--- config.mk ---
export PLATFORM = sky130hd
export DESIGN_NAME = load_store_unit_flat
export DESIGN_NICKNAME = d
export VERILOG_FILES = /design/src/rtl/lsu_pkg.sv /design/src/rtl/lsu_if.sv /design/src/rtl/lsu_load_extend.sv /design/src/rtl/load_store_unit.sv /design/src/flat_wrapper.sv
export SDC_FILE = /design/constraint.sdc
export NUM_CORES = 1
export LEC_CHECK = 0
export CORE_MARGIN = 4
export CORE_UTILIZATION = 48
export DETAILED_ROUTE_END_ITERATION = 12
export GPL_TIMING_DRIVEN = 0
export PLACE_DENSITY_LB_ADDON = 0.08
export SYNTH_ARGS = -nofsm -noshare
export SYNTH_HDL_FRONTEND = slang
export SYNTH_HIERARCHICAL = 1
export SYNTH_SLANG_ARGS = --single-unit
--- constraint.sdc ---
create_clock -name clk -period 2.51 [get_ports clk]
set_input_delay 0.3765 -clock clk [delete_from_list [all_inputs] [get_ports clk]]
set_output_delay 0.3765 -clock clk [all_outputs]
set_load 0.005 [all_outputs]
--- src/rtl/lsu_pkg.sv ---
// Shared types for the load/store unit: access size encodings, FSM states and
// a helper that turns a size code into a byte count.
package lsu_pkg;

  typedef enum logic [1:0] {
    SZ_B = 2'd0,
    SZ_H = 2'd1,
    SZ_W = 2'd2,
    SZ_D = 2'd3
  } size_e;

  typedef enum logic [1:0] {
    IDLE  = 2'd0,
    READ  = 2'd1,
    WRITE = 2'd2,
    RESP  = 2'd3
  } state_e;

  function automatic logic [3:0] size_bytes(input size_e sz);
    return 4'd1 << sz;
  endfunction

endpackage

--- src/rtl/lsu_if.sv ---
// Bundle of the request/response handshake from the datapath and the
// Data_Memory port; the unit is the slave of requests and drives the memory.
interface lsu_if;
  import lsu_pkg::*;

  logic        req_valid;
  logic        req_ready;
  logic        req_write;
  size_e       req_size;
  logic        req_unsigned;
  logic [63:0] req_addr;
  logic [63:0] req_wdata;

  logic        resp_valid;
  logic        resp_ready;
  logic [63:0] resp_rdata;
  logic        resp_err;

  logic [63:0] Mem_Addr;
  logic [63:0] Write_Data;
  logic        MemWrite;
  logic        MemRead;
  logic [63:0] Read_Data;

  modport slave (
    input  req_valid, req_write, req_size, req_unsigned, req_addr, req_wdata,
    input  resp_ready, Read_Data,
    output req_ready, resp_valid, resp_rdata, resp_err,
    output Mem_Addr, Write_Data, MemWrite, MemRead
  );

  modport master (
    output req_valid, req_write, req_size, req_unsigned, req_addr, req_wdata,
    output resp_ready, Read_Data,
    input  req_ready, resp_valid, resp_rdata, resp_err,
    input  Mem_Addr, Write_Data, MemWrite, MemRead
  );

endinterface

--- src/rtl/lsu_load_extend.sv ---
// Selects the low 8<<size bits of a dword and sign- or zero-extends them to
// 64 bits; feeding all-ones with zero extension yields a byte-lane mask.
module lsu_load_extend
  import lsu_pkg::*;
(
  input  logic [63:0] rbuf_i,
  input  size_e       size_i,
  input  logic        unsigned_i,
  output logic [63:0] rdata_o
);

  always_comb begin
    rdata_o = rbuf_i;
    case (size_i)
      SZ_B:    rdata_o = {{56{~unsigned_i & rbuf_i[7]}},  rbuf_i[7:0]};
      SZ_H:    rdata_o = {{48{~unsigned_i & rbuf_i[15]}}, rbuf_i[15:0]};
      SZ_W:    rdata_o = {{32{~unsigned_i & rbuf_i[31]}}, rbuf_i[31:0]};
      default: rdata_o = rbuf_i;
    endcase
  end

endmodule

--- src/rtl/load_store_unit.sv ---
// Initiator for the 64-bit Data_Memory port: one request at a time, sized
// loads with extension, and read-modify-write for sub-dword stores.
module load_store_unit
  import lsu_pkg::*;
#(
  parameter int MEM_BYTES   = 64,
  parameter bit ALIGN_CHECK = 1'b1
) (
  input logic  clk,
  input logic  reset_n,
  lsu_if.slave bus
);

  state_e      state_q, state_d;
  logic [63:0] addr_q, addr_d;
  size_e       size_q, size_d;
  logic        write_q, write_d;
  logic        unsigned_q, unsigned_d;
  logic [63:0] wdata_q, wdata_d;

  logic [63:0] mem_addr_q, mem_addr_d;
  logic [63:0] wr_data_q, wr_data_d;
  logic        mem_write_q, mem_write_d;
  logic        mem_read_q, mem_read_d;
  logic        resp_valid_q, resp_valid_d;
  logic [63:0] resp_rdata_q, resp_rdata_d;
  logic        resp_err_q, resp_err_d;

  logic        req_err;
  logic [63:0] load_data;
  logic [63:0] lane_mask;
  logic [63:0] merged;

  assign req_err = (bus.req_addr > 64'(MEM_BYTES - 8)) ||
                   (ALIGN_CHECK &&
                    ((bus.req_addr[3:0] & (size_bytes(bus.req_size) - 4'd1)) != 4'd0));

  // Read_Data is combinational, so it is used directly in the READ cycle as the read buffer.
  lsu_load_extend u_load_ext (
    .rbuf_i     (bus.Read_Data),
    .size_i     (size_q),
    .unsigned_i (unsigned_q),
    .rdata_o    (load_data)
  );

  lsu_load_extend u_mask_ext (
    .rbuf_i     (64'hFFFF_FFFF_FFFF_FFFF),
    .size_i     (size_q),
    .unsigned_i (1'b1),
    .rdata_o    (lane_mask)
  );

  assign merged = (wdata_q & lane_mask) | (bus.Read_Data & ~lane_mask);

  // Output registers are loaded from the next state, so each output is valid during its state.
  always_comb begin
    state_d      = state_q;
    addr_d       = addr_q;
    size_d       = size_q;
    write_d      = write_q;
    unsigned_d   = unsigned_q;
    wdata_d      = wdata_q;
    mem_addr_d   = 64'd0;
    wr_data_d    = 64'd0;
    mem_write_d  = 1'b0;
    mem_read_d   = 1'b0;
    resp_valid_d = resp_valid_q;
    resp_rdata_d = resp_rdata_q;
    resp_err_d   = resp_err_q;

    case (state_q)
      IDLE: begin
        if (bus.req_valid) begin
          addr_d     = bus.req_addr;
          size_d     = bus.req_size;
          write_d    = bus.req_write;
          unsigned_d = bus.req_unsigned;
          wdata_d    = bus.req_wdata;
          if (req_err) begin
            state_d      = RESP;
            resp_valid_d = 1'b1;
            resp_err_d   = 1'b1;
            resp_rdata_d = 64'd0;
          end else if (!bus.req_write || (bus.req_size != SZ_D)) begin
            state_d    = READ;
            mem_read_d = 1'b1;
            mem_addr_d = bus.req_addr;
          end else begin
            state_d     = WRITE;
            mem_write_d = 1'b1;
            mem_addr_d  = bus.req_addr;
            wr_data_d   = bus.req_wdata;
          end
        end
      end
      READ: begin
        if (write_q) begin
          state_d     = WRITE;
          mem_write_d = 1'b1;
          mem_addr_d  = addr_q;
          wr_data_d   = merged;
        end else begin
          state_d      = RESP;
          resp_valid_d = 1'b1;
          resp_err_d   = 1'b0;
          resp_rdata_d = load_data;
        end
      end
      WRITE: begin
        state_d      = RESP;
        resp_valid_d = 1'b1;
        resp_err_d   = 1'b0;
        resp_rdata_d = 64'd0;
      end
      RESP: begin
        if (bus.resp_ready) begin
          state_d      = IDLE;
          resp_valid_d = 1'b0;
          resp_err_d   = 1'b0;
          resp_rdata_d = 64'd0;
        end
      end
      default: state_d = IDLE;
    endcase
  end

  always_ff @(posedge clk) begin
    if (!reset_n) begin
      state_q      <= IDLE;
      addr_q       <= 64'd0;
      size_q       <= SZ_B;
      write_q      <= 1'b0;
      unsigned_q   <= 1'b0;
      wdata_q      <= 64'd0;
      mem_addr_q   <= 64'd0;
      wr_data_q    <= 64'd0;
      mem_write_q  <= 1'b0;
      mem_read_q   <= 1'b0;
      resp_valid_q <= 1'b0;
      resp_rdata_q <= 64'd0;
      resp_err_q   <= 1'b0;
    end else begin
      state_q      <= state_d;
      addr_q       <= addr_d;
      size_q       <= size_d;
      write_q      <= write_d;
      unsigned_q   <= unsigned_d;
      wdata_q      <= wdata_d;
      mem_addr_q   <= mem_addr_d;
      wr_data_q    <= wr_data_d;
      mem_write_q  <= mem_write_d;
      mem_read_q   <= mem_read_d;
      resp_valid_q <= resp_valid_d;
      resp_rdata_q <= resp_rdata_d;
      resp_err_q   <= resp_err_d;
    end
  end

  assign bus.req_ready  = (state_q == IDLE);
  assign bus.resp_valid = resp_valid_q;
  assign bus.resp_rdata = resp_rdata_q;
  assign bus.resp_err   = resp_err_q;
  assign bus.Mem_Addr   = mem_addr_q;
  assign bus.Write_Data = wr_data_q;
  assign bus.MemWrite   = mem_write_q;
  assign bus.MemRead    = mem_read_q;

endmodule
--- src/flat_wrapper.sv ---
// flat-port wrapper written by rule: the top's interface ports become plain ports
module load_store_unit_flat import lsu_pkg::*;
#(
  parameter int MEM_BYTES   = 64,
  parameter bit ALIGN_CHECK = 1'b1
)
  (clk, reset_n, bus_req_valid, bus_req_write, bus_req_size, bus_req_unsigned, bus_req_addr, bus_req_wdata, bus_resp_ready, bus_Read_Data, bus_req_ready, bus_resp_valid, bus_resp_rdata, bus_resp_err, bus_Mem_Addr, bus_Write_Data, bus_MemWrite, bus_MemRead);
  lsu_if bus_i ();
  input logic clk;
  input logic reset_n;
  input wire logic [$bits(bus_i.req_valid)-1:0] bus_req_valid;
  input wire logic [$bits(bus_i.req_write)-1:0] bus_req_write;
  input wire logic [$bits(bus_i.req_size)-1:0] bus_req_size;
  input wire logic [$bits(bus_i.req_unsigned)-1:0] bus_req_unsigned;
  input wire logic [$bits(bus_i.req_addr)-1:0] bus_req_addr;
  input wire logic [$bits(bus_i.req_wdata)-1:0] bus_req_wdata;
  input wire logic [$bits(bus_i.resp_ready)-1:0] bus_resp_ready;
  input wire logic [$bits(bus_i.Read_Data)-1:0] bus_Read_Data;
  output wire logic [$bits(bus_i.req_ready)-1:0] bus_req_ready;
  output wire logic [$bits(bus_i.resp_valid)-1:0] bus_resp_valid;
  output wire logic [$bits(bus_i.resp_rdata)-1:0] bus_resp_rdata;
  output wire logic [$bits(bus_i.resp_err)-1:0] bus_resp_err;
  output wire logic [$bits(bus_i.Mem_Addr)-1:0] bus_Mem_Addr;
  output wire logic [$bits(bus_i.Write_Data)-1:0] bus_Write_Data;
  output wire logic [$bits(bus_i.MemWrite)-1:0] bus_MemWrite;
  output wire logic [$bits(bus_i.MemRead)-1:0] bus_MemRead;
  assign bus_i.req_valid = bus_req_valid;
  assign bus_i.req_write = bus_req_write;
  assign bus_i.req_size = bus_req_size;
  assign bus_i.req_unsigned = bus_req_unsigned;
  assign bus_i.req_addr = bus_req_addr;
  assign bus_i.req_wdata = bus_req_wdata;
  assign bus_i.resp_ready = bus_resp_ready;
  assign bus_i.Read_Data = bus_Read_Data;
  assign bus_req_ready = bus_i.req_ready;
  assign bus_resp_valid = bus_i.resp_valid;
  assign bus_resp_rdata = bus_i.resp_rdata;
  assign bus_resp_err = bus_i.resp_err;
  assign bus_Mem_Addr = bus_i.Mem_Addr;
  assign bus_Write_Data = bus_i.Write_Data;
  assign bus_MemWrite = bus_i.MemWrite;
  assign bus_MemRead = bus_i.MemRead;
  load_store_unit #(.MEM_BYTES(MEM_BYTES), .ALIGN_CHECK(ALIGN_CHECK)) u_core (.clk(clk), .reset_n(reset_n), .bus(bus_i));
endmodule
==> flow_metrics.tcl, run 1 <==
set metrics [dict create \
    switching_power_uw 5236 \
    crit_path_start_kind "flip-flop" \
    hp-class "reg -> reg" \
    synth-seq-cells 330 \
    yosysSeqAreaShare 0.4661 \
    arrival_ns 2.70 \
    hold_path_end "u_core/bus.Mem_Addr[61]" \
    grt_pass1_wl_mm 72.50 \
    yosys_warnings 6 \
    num_rows 62 \
    synth_ff_type "dfxtp_1" \
    drc 0 \
    seqPwrFrac 0.368 \
    clkTransAtPathRegs_ns 0.06 \
    die_h_um 179.8 \
    synth_cell_type_count 47 \
    multi_input_area_um2 6850 \
    ant_nets 0 \
    cp_max_fo 10 \
    synth_top_cell_area_share 0.4661 \
    wl_per_cell_um 18.94 \
    route.met3.wl_mm 4.019 \
    ir_drop_mv 0.5208 \
    p_clk_frac 0.338 \
    drive_gt1_frac 0.1030 \
    timing.rr.end "u_core/bus.Write_Data[58]" \
    ioPinCount 397 \
    clockBufferDepth 3 \
    syn_avg_cell_area_um2 8.977 \
    drv_cap 0 \
    regArea_um2 6606 \
    vias 13190 \
    rrSetupSlack_ns 0.19 \
    reg2reg_depth 8 \
    outcome "complete, no violations" \
    grt_pass1_vias 13060 \
    leakage_uw 0.007250 \
    dr.pass1.iters 5 \
    total_power_uw 16530 \
    io_buffers 395 \
    synth_area_leader_cell "dfxtp_1" \
    cts_tree "built" \
    rsz0062_at_grt "no" \
    hpwl_mm 35.46 \
    synthCells 1579 \
    routed_wl_mm 47.22 \
    combPwrFrac 0.294 \
    ys_top_cells_by_count "nand2_1 (452), dfxtp_1 (330), a21boi_0 (132)" \
    finalSetupViolCount 0 \
    min-delay-start "u_core/addr_q[61]" \
    worstSetupPathType "reg -> reg" \
    die_x_um 179.8 \
    hold_violations 0 \
    reg2reg_from "u_core/state_q[0]" \
    start_util 0.4899 \
    netlist_area_um2 14170 \
    period_share 0.9230 \
    period_needed_ns 2.317 \
    antenna_found_initial 4 \
    timing.slew.headroom 0.4186 \
    insertion_delay_ns 0.52 \
    ctsHtreeMaxLevel 2 \
    grt_max_degree 17 \
    cts_inserted_buffers 37 \
    core_um2 28940 \
    whs_path_depth 1 \
    die-area_um2 32340 \
    tns_ns 0 \
    routed.top_layer "met5" \
    async_reset_ff_frac 0 \
    fill_cells 2334 \
    layout_setup_ws_ns 0.1933 \
    sw_frac_of_total 0.3168 \
    yosysMostFrequentCell "nand2_1" \
    dp_slack_ns -0.2615 \
    clock_sinks 330 \
    synth.area.top_cells "dfxtp_1 (47%), nand2_1 (12%), a21boi_0 (7.0%)" \
    required_ns 2.89 \
    met2_length_mm 21.83 \
    worstMarginPinSlew_ns 0.8721 \
    clockRootBuffer "clkbuf_16" \
    grt_usage 0.2775 \
    synth_edf_count 0 \
    grt_overflow 0 \
    slew_violations 0 \
    power_density_nw_per_um2 820.4 \
    fin_skew_ns 0.009613 \
    fmax_mhz 431.7 \
    wl_met1_mm 20.10 \
    internal_power_uw 11290 \
    synthToLayoutAreaGrowth_pct 42.12 \
    drt-initial-drc-count 1183 \
    setup.worst_path.end_class "flip-flop" \
    place.gp.congestion 0.8650 \
    route.detailed.vias_per_inst 5.291 \
    layout.nets 2285 \
]
[critical path, stage by stage (launching register included)]
cell and delay, ns:
dfxtp_1 0.39, inv_1 0.09, ha_1 0.22, clkbuf_2 0.17, o21ai_1 0.48, nor2_1 0.20
nand3_4 0.30, buf_6 0.22, o22ai_2 0.11
[power by group through the flow]
stage	clock network [uW]	logic [uW]	registers, uW
after floorplan	0	3080	6140
after global routing	5910	5260	6130
after detailed placement	0	4750	6190
after CTS	5680	4790	6070
final	5590	4860	6080
after global placement	0	4690	6160
[registers in the layout, summed over array words and instances (netlist names)]
register / flops
u_core/addr_q: 64
u_core/bus.MemRead: 1
u_core/bus.MemWrite: 1
u_core/bus.Mem_Addr: 64
u_core/bus.Write_Data: 64
u_core/bus.resp_err: 1
u_core/bus.resp_rdata: 64
u_core/bus.resp_valid: 1
u_core/size_q: 2
u_core/state_q: 2
u_core/unsigned_q: 1
u_core/wdata_q: 64
u_core/write_q: 1
[area by class of cell]
type                    instances  share of cell area
multi-input cells            1152              0.3400
flip-flops and latches        330              0.3279
repair buffers                395              0.1963
clock buffers                  54             0.05472
plain buffers                 160             0.04782
well taps                     384             0.02385
clock inverters                11            0.008198
inverters                       5           0.0009316
diodes                          2           0.0002484
[stage by stage]
step                        util  hold slack (ns)  cells  area [um^2]
after global routing      0.6962           0.4498   2493        20150
after floorplan                -           0.4249   1649        14440
after global placement    0.6522           0.4330   2428        18870
final                     0.6962           0.4516   2493        20150
after CTS                 0.6960           0.4399   2492        20140
after detailed placement  0.6522           0.4403   2428        18870
[worst max-delay path by stage]
| stage | cells past startpoint | slack [ns] | end | startpoint |
|---|---|---|---|---|
| after floorplan | 10 | 0.64 | u_core/bus.resp_rdata[10] | u_core/state_q[0] |
| after global placement | 7 | -0.21 | u_core/bus.Write_Data[58] | bus_req_size[0] |
| after detailed placement | 7 | -0.26 | u_core/bus.Write_Data[39] | bus_req_size[0] |
| after CTS | 8 | 0.02 | u_core/addr_q[34] | u_core/state_q[0] |
| after global routing | 8 | 0.005 | u_core/bus.Write_Data[39] | u_core/state_q[0] |
| final | 8 | 0.19 | u_core/bus.Write_Data[58] | u_core/state_q[0] |
[cells in the final DEF (no fill, tap or decap), types with 2 or more instances in the layout]
cell type          n
and2_1            59
a211oi_1           2
o31ai_1            6
buf_4             18
o211ai_1          65
nand4bb_1          2
o21ai_0           37
o21ai_1           13
clkinv_2           4
buf_6             20
inv_1              5
clkbuf_8           7
buf_2             20
clkbuf_1          97
or2_1              2
ha_1               4
bufinv_16          4
conb_1            71
nor2_1             2
or4b_4             2
dfxtp_1          330
nor3_1             3
clkdlybuf4s50_1  395
nor4_1            10
clkbuf_16         39
buf_12             7
o22ai_2           76
nand4_1            5
nand2_1          451
nand2_2            2
a21boi_0         132
a21oi_1            2
mux2i_1           67
o22ai_1           53
nand3_1           68
nor4_2             4
diode_2            2
clkbuf_2           5
[per-layer routing]
layer  vias to the layer above  track usage
met3                        77      0.08003
met2                       506       0.4582
met4                         4      0.07894
met5                         -            0
met1                      6219       0.3560
li1                       6385            -
[cells by family after synthesis]
group / count (synthesis) / synth area share
AND/OR/NAND/NOR: 616 / 0.1908
AO/OA/AOI/OAI: 394 / 0.2227
flip-flops: 330 / 0.4661
buffers and inverters: 167 / 0.06938
multiplexers: 67 / 0.04731
adder cells (fa/ha/maj): 4 / 0.003531
other: 1 / 0.0002646
[what timing repair did]
action | 4_1_cts | 5_1_grt
pin swaps | 0 | 0
setup endpoints to repair | 62 | 50
resized for setup | 3 | 5
setup buffers | 0 | 0
hold buffers | 0 | 0
No activity file was read; power rests on OpenSTA's default activity.
==> run 2, diff against run 1 <==
- SLEW_MARGIN: default -> 20
==> results of run 2 <==
Same layout as run 1: the final DEF is identical, and so are final timing and power.
